`config.mk`:
```
export PLATFORM = sky130hd
export DESIGN_NAME = spi_reg_responder
export DESIGN_NICKNAME = d
export VERILOG_FILES = /design/src/rtl/spi_reg_responder_pkg.sv /design/src/rtl/sync_edge.sv /design/src/rtl/spi_reg_responder.sv
export SDC_FILE = /design/constraint.sdc
export NUM_CORES = 1
export LEC_CHECK = 0
export ABC_AREA = 0
export BUFFER_PORTS_ARGS = -buffer_cell sky130_fd_sc_hd__buf_2
export CORE_UTILIZATION = 55
export DETAILED_ROUTE_END_ITERATION = 6
export GPL_ROUTABILITY_DRIVEN = 0
export PLACE_DENSITY = 0.72
export SETUP_SLACK_MARGIN = 0.2
export SYNTH_ARGS = -nofsm -noshare
export SYNTH_HDL_FRONTEND = slang
export SYNTH_SLANG_ARGS = --single-unit
```
`constraint.sdc`:
```
create_clock -name clk -period 5 [get_ports clk]
set_clock_uncertainty 0.2 [all_clocks]
set_input_delay 1 -clock clk [delete_from_list [all_inputs] [get_ports clk]]
set_output_delay 1 -clock clk [all_outputs]
set_load 0.05 [all_outputs]
```
`src/rtl/spi_reg_responder_pkg.sv`:
```
// Shared constants and types for the SPI register responder.
package spi_reg_responder_pkg;

    localparam int FRAME_LEN = 24;
    localparam int CMD_LEN   = 8;
    localparam int DATA_LEN  = 16;
    localparam int CNT_W     = 5;

    localparam logic [6:0] DEFAULT_STATUS_ADDR = 7'h7F;

    typedef enum logic [1:0] {
        ST_IDLE = 2'd0,
        ST_CMD  = 2'd1,
        ST_DATA = 2'd2,
        ST_HOLD = 2'd3
    } state_e;

endpackage

```
`src/rtl/sync_edge.sv`:
```
// Two-flop synchronizer for one asynchronous input, plus rise/fall detection
// on the synchronized level.
module sync_edge
    import spi_reg_responder_pkg::*;
#(
    parameter logic IDLE_LEVEL = 1'b1
) (
    input  logic clk,
    input  logic rst,
    input  logic async_in,
    output logic level,
    output logic rise,
    output logic fall
);

    logic meta_q, meta_d;
    logic sync_q, sync_d;
    logic prev_q, prev_d;

    // Next values: shift the input through the metastability and edge stages.
    always_comb begin
        meta_d = async_in;
        sync_d = meta_q;
        prev_d = sync_q;
    end

    // Stage registers, forced to the bus idle level during reset.
    always_ff @(posedge clk) begin
        if (rst) begin
            meta_q <= IDLE_LEVEL;
            sync_q <= IDLE_LEVEL;
            prev_q <= IDLE_LEVEL;
        end else begin
            meta_q <= meta_d;
            sync_q <= sync_d;
            prev_q <= prev_d;
        end
    end

    assign level = sync_q;
    assign rise  = sync_q & ~prev_q;
    assign fall  = ~sync_q & prev_q;

endmodule

```
`src/rtl/spi_reg_responder.sv`:
```
// SPI (CPOL=1, CPHA=0) slave giving 24-bit read/write access to a small
// 16-bit register file plus one read-only status word, oversampled by clk.
module spi_reg_responder
    import spi_reg_responder_pkg::*;
#(
    parameter int         N_REGS      = 16,
    parameter logic [6:0] STATUS_ADDR = DEFAULT_STATUS_ADDR
) (
    input  logic        clk,
    input  logic        rst,
    input  logic        n_cs,
    input  logic        sclk,
    input  logic        mosi,
    output logic        miso,
    output logic        miso_oe,
    input  logic [15:0] status_in,
    output logic        wr_valid,
    output logic [6:0]  wr_addr,
    output logic [15:0] wr_data,
    output logic        frame_err
);

    state_e             state_q, state_d;
    logic [CNT_W-1:0]   cnt_q, cnt_d;
    logic [21:0]        rx_q, rx_d;
    logic [15:0]        tx_q, tx_d;
    logic               is_read_q, is_read_d;
    logic               miso_q, miso_d;
    logic               miso_oe_q, miso_oe_d;
    logic               wr_valid_q, wr_valid_d;
    logic               frame_err_q, frame_err_d;
    logic [6:0]         wr_addr_q, wr_addr_d;
    logic [15:0]        wr_data_q, wr_data_d;
    logic [15:0]        regs_q [N_REGS];
    logic [15:0]        regs_d [N_REGS];
    logic               mosi_meta_q, mosi_meta_d;
    logic               mosi_sync_q, mosi_sync_d;
    logic [1:0]         settle_q, settle_d;
    logic               armed_q, armed_d;

    logic n_cs_level, n_cs_rise, n_cs_fall;
    logic sclk_level, sclk_rise, sclk_fall;

    sync_edge #(.IDLE_LEVEL(1'b1)) u_sync_n_cs (
        .clk      (clk),
        .rst      (rst),
        .async_in (n_cs),
        .level    (n_cs_level),
        .rise     (n_cs_rise),
        .fall     (n_cs_fall)
    );

    sync_edge #(.IDLE_LEVEL(1'b1)) u_sync_sclk (
        .clk      (clk),
        .rst      (rst),
        .async_in (sclk),
        .level    (sclk_level),
        .rise     (sclk_rise),
        .fall     (sclk_fall)
    );

    // A frame only starts once the bus has been seen idle after reset, so a
    // transfer already running when reset is released is skipped entirely.
    logic       start, in_frame, sample, last_cmd, last_bit, shift_out;
    logic [7:0] cmd_word;
    logic [6:0] frame_addr;
    logic [15:0] frame_data;
    logic [15:0] read_word;

    assign in_frame   = (state_q == ST_CMD) || (state_q == ST_DATA);
    assign start      = (state_q == ST_IDLE) && armed_q && n_cs_fall;
    assign sample     = in_frame && sclk_fall && !n_cs_rise;
    assign last_cmd   = sample && (state_q == ST_CMD) && (cnt_q == CNT_W'(CMD_LEN - 1));
    assign last_bit   = sample && (state_q == ST_DATA) && (cnt_q == CNT_W'(FRAME_LEN - 1));
    assign shift_out  = (state_q == ST_DATA) && is_read_q && sclk_rise && !n_cs_rise;
    assign cmd_word   = {rx_q[6:0], mosi_sync_q};
    assign frame_addr = rx_q[21:15];
    assign frame_data = {rx_q[14:0], mosi_sync_q};

    // Read word selected from the address just completed in the command byte.
    always_comb begin
        read_word = 16'h0000;
        if (cmd_word[6:0] == STATUS_ADDR) begin
            read_word = status_in;
        end
        for (int i = 0; i < N_REGS; i++) begin
            if (cmd_word[6:0] == 7'(i)) begin
                read_word = regs_q[i];
            end
        end
    end

    // State register and all datapath flops.
    always_ff @(posedge clk) begin
        if (rst) begin
            state_q     <= ST_IDLE;
            cnt_q       <= '0;
            rx_q        <= '0;
            tx_q        <= '0;
            is_read_q   <= 1'b0;
            miso_q      <= 1'b0;
            miso_oe_q   <= 1'b0;
            wr_valid_q  <= 1'b0;
            frame_err_q <= 1'b0;
            wr_addr_q   <= '0;
            wr_data_q   <= '0;
            mosi_meta_q <= 1'b0;
            mosi_sync_q <= 1'b0;
            settle_q    <= '0;
            armed_q     <= 1'b0;
            for (int i = 0; i < N_REGS; i++) begin
                regs_q[i] <= '0;
            end
        end else begin
            state_q     <= state_d;
            cnt_q       <= cnt_d;
            rx_q        <= rx_d;
            tx_q        <= tx_d;
            is_read_q   <= is_read_d;
            miso_q      <= miso_d;
            miso_oe_q   <= miso_oe_d;
            wr_valid_q  <= wr_valid_d;
            frame_err_q <= frame_err_d;
            wr_addr_q   <= wr_addr_d;
            wr_data_q   <= wr_data_d;
            mosi_meta_q <= mosi_meta_d;
            mosi_sync_q <= mosi_sync_d;
            settle_q    <= settle_d;
            armed_q     <= armed_d;
            regs_q      <= regs_d;
        end
    end

    // Next-state: chip select deassertion always wins and returns to idle.
    always_comb begin
        state_d = state_q;
        unique case (state_q)
            ST_IDLE: if (start) state_d = ST_CMD;
            ST_CMD:  if (n_cs_rise) state_d = ST_IDLE;
                     else if (last_cmd) state_d = ST_DATA;
            ST_DATA: if (n_cs_rise) state_d = ST_IDLE;
                     else if (last_bit) state_d = ST_HOLD;
            ST_HOLD: if (n_cs_rise) state_d = ST_IDLE;
            default: state_d = ST_IDLE;
        endcase
    end

    // Datapath and outputs: shift in on sclk fall, shift out on sclk rise.
    always_comb begin
        cnt_d       = cnt_q;
        rx_d        = rx_q;
        tx_d        = tx_q;
        is_read_d   = is_read_q;
        miso_d      = miso_q;
        miso_oe_d   = miso_oe_q;
        wr_valid_d  = 1'b0;
        frame_err_d = 1'b0;
        wr_addr_d   = wr_addr_q;
        wr_data_d   = wr_data_q;
        regs_d      = regs_q;
        mosi_meta_d = mosi;
        mosi_sync_d = mosi_meta_q;
        settle_d    = (settle_q == 2'd3) ? settle_q : settle_q + 2'd1;
        armed_d     = armed_q | ((settle_q == 2'd3) && n_cs_level && sclk_level);

        if (start) begin
            cnt_d     = '0;
            is_read_d = 1'b0;
            miso_d    = 1'b0;
            miso_oe_d = 1'b0;
        end else if ((state_q != ST_IDLE) && n_cs_rise) begin
            frame_err_d = in_frame;
            cnt_d       = '0;
            is_read_d   = 1'b0;
            miso_d      = 1'b0;
            miso_oe_d   = 1'b0;
        end else begin
            if (sample) begin
                rx_d  = {rx_q[20:0], mosi_sync_q};
                cnt_d = (cnt_q == CNT_W'(FRAME_LEN)) ? cnt_q : cnt_q + 1'b1;
            end
            if (last_cmd) begin
                is_read_d = cmd_word[7];
                miso_oe_d = cmd_word[7];
                miso_d    = 1'b0;
                tx_d      = cmd_word[7] ? read_word : 16'h0000;
            end
            if (last_bit && !is_read_q) begin
                wr_valid_d = 1'b1;
                wr_addr_d  = frame_addr;
                wr_data_d  = frame_data;
                for (int i = 0; i < N_REGS; i++) begin
                    if (frame_addr == 7'(i)) begin
                        regs_d[i] = frame_data;
                    end
                end
            end
            if (shift_out) begin
                miso_d = tx_q[DATA_LEN-1];
                tx_d   = {tx_q[DATA_LEN-2:0], 1'b0};
            end
        end
    end

    assign miso      = miso_q;
    assign miso_oe   = miso_oe_q;
    assign wr_valid  = wr_valid_q;
    assign wr_addr   = wr_addr_q;
    assign wr_data   = wr_data_q;
    assign frame_err = frame_err_q;

endmodule

```
== After elaboration in Yosys (flattened, before gate mapping) ==
Cells that the tools add are included.

* $add $sub $neg: 2
* Multipliers: 0
* Divide/modulo/power cells: 0
* Magnitude comparators: 0
* Eq/ne operators: 42
* Shift-type cells: 0
* Mux-type cells: 30
* Bitwise gates (word level): 12
* Reduce and logical (&&, ||, !) cells: 46

{| class="wikitable"
|+ Operator list
! cell !! number
|-
| 16-bit two-way mux || 20
|-
| 7-bit by 4-bit equality test with 1-bit output, second input constant || 16
|-
| 4-bit AND reduction || 17
|-
| 7-bit by 3-bit equality test with 1-bit output, second input constant || 8
|-
| 7-bit by 2-bit equality test with 1-bit output, second input constant || 4
|-
| 1-bit logical AND || 15
|-
| 7-bit by 1-bit equality test with 1-bit output, second input constant || 2
|-
| 7-bit logical NOT || 2
|-
| 2-bit two-way mux || 6
|-
| 5-bit equality test, second input constant || 2
|-
| 3-bit AND reduction || 3
|-
| 2-bit case mux with 4 select lines || 1
|-
| 7-bit equality test, second input constant || 1
|-
| 1-bit NOT || 7
|-
| 2-bit equality test, second input constant || 3
|-
| 3-bit != test, second input constant || 2
|-
| 3-bit OR reduction || 2
|-
| 5-bit by 1-bit adder with 5-bit output, second input constant || 1
|-
| 5-bit by 3-bit equality test with 1-bit output, second input constant || 1
|-
| 1-bit AND || 4
|-
| 2-bit != test, second input constant || 2
|-
| 2-bit nonzero test || 2
|-
| 1-bit two-way mux || 3
|-
| 2-bit by 1-bit adder with 2-bit output, second input constant || 1
|-
| other kinds (6) || 7
|}

* Register bits after elaboration: 339
* Bits in latches: 0
* Bits in writable memories: 0
* Bits in read-only memories: 0
* Bits of input ports: 21
* Output and inout bits: 27
* Word-level logic and storage cells: 168
* Memories: 0

== Logic depth before layout (Yosys ltp) ==
* Depth after elaboration: 21
* Gate-level depth with buffers: 12

== Modules after synthesis ==
A second synthesis with hierarchy kept.

* Cells, all modules: 2057
* Area, all modules: 15320.9 um^2

{| class="wikitable"
|+ By module, submodules not included
! module !! times used !! cells an instance !! area an instance (um^2) !! sequential area each (um^2)
|-
| spi_reg_responder || 1 || 2041 || 15135.8 || 6666.4
|-
| sync_edge || 2 || 8 || 92.6 || 60.1
|}

== Worst setup path after synthesis ==
OpenSTA, ideal clock, no wires.

* Path kind: flip-flop to flip-flop
* From: register state_q[0]
* To: register regs_q[198] (netlist name)
* Arrival time: 2.506 ns
* Required time: 4.658 ns
* Setup slack: 2.152 ns
* Stages on the path, launching flop included: 12
* Path buffers: 3
* Clock period less this slack: 2.848 ns
* Cells stage by stage: dfxtp_1 inv_1 ha_1 and3b_1 nand3_1 or4_4 buf_6 or3_1 buf_2 buf_6 nand2_2 a21oi_2

* Word-level cells in the longest chain between the ends: 8

{| class="wikitable"
|+ RTL lines
! item !! RTL line !! RTL
|-
| from (decl) || spi_reg_responder.sv:23 || <nowiki>state_e state_q, state_d;</nowiki>
|-
| from (signal assigned) || spi_reg_responder.sv:115 || <nowiki>state_q <= state_d;</nowiki>
|-
| 2-bit by 1-bit equality test with 1-bit output / 2-bit equality test (equally long branches) || spi_reg_responder.sv:70 || <nowiki>assign in_frame = (state_q == ST_CMD) || (state_q == ST_DATA);</nowiki>
|-
| 1-bit logical OR (*) || spi_reg_responder.sv:70 ||
|-
| named net in_frame || spi_reg_responder.sv:64 || <nowiki>logic start, in_frame, sample, last_cmd, last_bit, shift_out;</nowiki>
|-
| 1-bit logical AND (*) (2 in a row) || spi_reg_responder.sv:72 || <nowiki>assign sample = in_frame && sclk_fall && !n_cs_rise;</nowiki>
|-
| 1-bit logical AND (*) (2 in a row) || spi_reg_responder.sv:74 || <nowiki>assign last_bit = sample && (state_q == ST_DATA) && (cnt_q == CNT_W'(FRAME_LEN - 1));</nowiki>
|-
| 1-bit logical AND (*) || spi_reg_responder.sv:188 || <nowiki>if (last_bit && !is_read_q) begin</nowiki>
|-
| 4-bit AND reduction (no line) (*) || n/a ||
|-
| to (signal assigned) || spi_reg_responder.sv:130 || <nowiki>regs_q <= regs_d;</nowiki>
|-
| to (decl) || spi_reg_responder.sv:34 || <nowiki>logic [15:0] regs_q [N_REGS];</nowiki>
|}

Mark *: on every way through the listed nets, which the timed path passes. The rest lies on a longest branch.
A chain may end at the register's enable or synchronous reset.

== Final worst setup path ==
* From: register rx_q[0]
* To: register tx_q[2]

* Word-level cells in the longest chain between the ends: 21

{| class="wikitable"
|+ RTL lines
! item !! RTL line !! RTL
|-
| from (decl) || spi_reg_responder.sv:25 || <nowiki>logic [21:0] rx_q, rx_d;</nowiki>
|-
| from (signal assigned) || spi_reg_responder.sv:117 || <nowiki>rx_q <= rx_d;</nowiki>
|-
| 7-bit equality test || spi_reg_responder.sv:83 || <nowiki>if (cmd_word[6:0] == STATUS_ADDR) begin</nowiki>
|-
| 16-bit two-way mux || spi_reg_responder.sv:83 ||
|-
| 16-bit two-way mux (15 in a row) || spi_reg_responder.sv:87 || <nowiki>if (cmd_word[6:0] == 7'(i)) begin</nowiki>
|-
| 16-bit two-way mux (*) || spi_reg_responder.sv:87 ||
|-
| 16-bit two-way mux (*) || spi_reg_responder.sv:186 || <nowiki>tx_d = cmd_word[7] ? read_word : 16'h0000;</nowiki>
|-
| 16-bit two-way mux (*) || spi_reg_responder.sv:182 || <nowiki>if (last_cmd) begin</nowiki>
|-
| 16-bit two-way mux (*) || spi_reg_responder.sv:198 || <nowiki>if (shift_out) begin</nowiki>
|-
| to (signal assigned) || spi_reg_responder.sv:118 || <nowiki>tx_q <= tx_d;</nowiki>
|-
| to (decl) || spi_reg_responder.sv:26 || <nowiki>logic [15:0] tx_q, tx_d;</nowiki>
|}

Every way passes the cells marked *; elsewhere a longest branch is shown, timed or not. The select of a mux whose other input is x is not followed.

==> flow_summary.ini <==
[floorplan]
ioPinCount = 48
core_region_area_um2 = 27300
floorplan.die.height_um = 170
start_util = 0.567
die_area_um2 = 28800
std_cell_rows = 60
die_width_um = 170

[job]
cap_violations = 0

[timing]
max_slew.worst_pin.slew_ns = 1.26
final.min_clock_period_ns = 3.70
grt_setup_unrepaired = no
report.final.slew_viol_count = 0
timing.slew.headroom = 0.160
timing.setup.tns_ns = 0
layout_worst_path_cycle_share = 0.740
finalHoldViolCount = 0
fmax_mhz = 270
setup_viol = 0

[routing]
first_iter_violations = 2536
avgRoutedWirePerCell_um = 24.0
routed_wire_length_um = 57000
ant_nets = 0
detail_route.vias_per_cell = 6.56
routed-via-count = 15600
detail_route.first_pass.iterations = 7
route.detailed.drc = 11

[critical_path]
crit_path_max_incr_delay_ns = 0.77
crit_path_max_fanout = 28
worst_path_dominant_cell_family = simple AND/OR/NAND/NOR gates
startpoint_type = register
critical_path.cell_chain = nor2b_1 -> nand2_1 -> nor2_1 -> a221oi_1 -> a221oi_1 -> o221a_1
critical_path_arrival_ns = 3.95
cpMostUsedCell = sky130_fd_sc_hd__a221oi_1
crit_required_ns = 5.26
timing.setup.critical_path_class = reg2reg
crit_cells = 6
reg2reg_depth = 6
timing.critical_path.to_type = register
critical_path_buf_inv_count = 0
cp_slowest_cell = sky130_fd_sc_hd__dfxtp_2

[clock_tree]
ctsLongestPathBuffers = 3
cts.repair_timing.setup_buffer_count = 0
cts_buffers = 36
clock-root-buffer = sky130_fd_sc_hd__clkbuf_16
cts-resized-gates = 0
cts_tree = built
h_tree_levels = 2
clkTransAtPathRegs_ns = 0.06
clk_latency_worst_skew_pair_ns = 0.53
tritoncts_num_sinks = 339
postCtsHoldBufs = 0

[final_layout]
finalNonFillerCells = 2373
layout_common_cells = sky130_fd_sc_hd__nand2_1, sky130_fd_sc_hd__dfxtp_1, sky130_fd_sc_hd__a21oi_1
layout_commonest_cell = sky130_fd_sc_hd__nand2_1
drive_above_1_share = 0.112
area_growth_syn_to_layout_pct = 9.58
layout.filler_cells = 2457
design.final.nets = 2007

[run_status]
outcome = finished with violations
failing_checks = design-rule violations

[synth]
synthesized_area_per_cell_um2 = 7.62
synthesis.yosys.warnings = 0
postSynthNetCount = 2057
syn_area_um2 = 15400
ys_dominant_reg_cell = sky130_fd_sc_hd__dfxtp_1
synthesis.instances = 2028
yosysUniqueCellTypes = 77
number_of_synthesized_flops_with_an_enable_pin = 0
synth-seq-area-share = 0.439
yosys_register_bits = 339
synth-async-reset-ratio = 0

[global_route]
overflow = 0
initial_antenna_violation_count = 0
grt_start_max_net_pins = 215
first_pass_grt_wire_length_um = 85500
first_global_vias = 14200
grtUsageTotal = 0.392

[power_and_ir_drop]
p_per_area_nw_per_um2 = 323
static_leakage_nw = 5.45
vdd_ir_drop_max_mv = 0.278

[min_path]
worst_min_delay_path_class = reg2reg
whs_path_depth = 1

[placement]
post-place-cells = 2312
detailed_place_hpwl_um = 36300
buffer_ports.inserted = 47
## registers in the layout, indices dropped and copies added (netlist names), 2 cells and up
name and cells:
wr_addr 7, settle_q 2, regs_q 256, cnt_q 5
tx_q 16, wr_data 16, state_q 2, rx_q 22
## worst reg2reg max path, delay by kind of cell (launching register included)
family | cells | cell delay, ns
and+or+nand+nor | 3 | 1.84
AOI/OAI and AO/OA | 3 | 0.84
DFF | 1 | 0.77
## synth_stat cells (all sizes together), types with 5 or more instances
master | n | share of area
inv | 12 | 0.0029
a21oi | 334 | 0.11
dfxtp | 339 | 0.44
ha | 8 | 0.0065
mux2 | 8 | 0.0058
nor2b | 12 | 0.0049
nor2 | 73 | 0.018
nor4 | 9 | 0.0041
a211oi | 12 | 0.0058
nand3b | 6 | 0.0037
nand2 | 620 | 0.15
o21a | 6 | 0.0029
a311o | 5 | 0.0032
a221oi | 11 | 0.0062
a22oi | 19 | 0.0092
mux2i | 35 | 0.023
nand2b | 13 | 0.0053
buf | 38 | 0.013
nand3 | 47 | 0.015
a32oi | 10 | 0.0057
and2 | 6 | 0.0024
or2 | 8 | 0.0032
o21ai | 56 | 0.018
or3 | 12 | 0.0052
and3 | 16 | 0.0065
a2bb2oi | 11 | 0.0062
nor3 | 34 | 0.015
o22ai | 26 | 0.011
o211ai | 12 | 0.0058
clkbuf | 143 | 0.035
a31oi | 9 | 0.0036
## path summary, 6_finish.rpt
path | startpoint | end | slack (ns)
max | rx_q[0] | tx_q[2] | 1.30
min | u_sync_sclk.meta_q | u_sync_sclk.level | 0.21
max reg2reg | rx_q[0] | tx_q[2] | 1.30
min reg2reg | u_sync_sclk.meta_q | u_sync_sclk.level | 0.21
## layer usage
layer	GRT usage	routed length (um)	vias up
met5	0	0	-
met4	0.230	3780	0
met3	0.125	8350	303
met2	0.566	23500	1169
met1	0.512	21300	7227
li1	-	-	6867
## cell type report
class	count	area, um^2	share of cell area
Multi-Input combinational cell	1494	7900	0.467
Sequential cell	339	6790	0.401
Clock buffer	56	1070	0.0631
Timing Repair Buffer	93	616	0.0364
Tap cell	372	465	0.0275
Inverter	14	52.6	0.00311
Clock inverter	4	25.0	0.00148
Antenna cell	1	2.50	0.000148
## per-stage QoR
step | util | setup WS, ns | total power [mW] | hold slack, ns | cell area [um^2]
4_1_cts | 0.621 | 1.50 | 5.47 | 0.209 | 16900
2_1_floorplan | - | 2.15 | 2.92 | 0.189 | 15400
6_report | 0.621 | 1.30 | 5.47 | 0.207 | 16900
3_5_place_dp | 0.581 | 1.49 | 2.98 | 0.195 | 15800
3_3_place_gp | 0.581 | 1.57 | 2.98 | 0.199 | 15800
5_1_grt | 0.621 | 1.14 | 5.60 | 0.215 | 16900
## cell families (layout without fill, tap and decap cells)
| logic type | Yosys count | after routing | synth area share |
|---|---|---|---|
| adders and majority gates | 8 | 8 | 0.00648 |
| DFF | 339 | 339 | 0.439 |
| and+or+nand+nor | 874 | 874 | 0.247 |
| AOI/OAI and AO/OA | 560 | 560 | 0.219 |
| xor gates and xnor gates | 5 | 5 | 0.00284 |
| muxes | 47 | 47 | 0.0344 |
| other | 0 | 1 | 0 |
| buffers and inverters | 195 | 167 | 0.0509 |
## power by group
part           total (mW)  switching, mW  leakage, nW  internal (mW)
registers            2.73         0.0129         2.73           2.71
clock network        2.54           1.08        0.529           1.46
logic               0.204          0.144         2.19         0.0596
(Power assumes the default switching activity.)
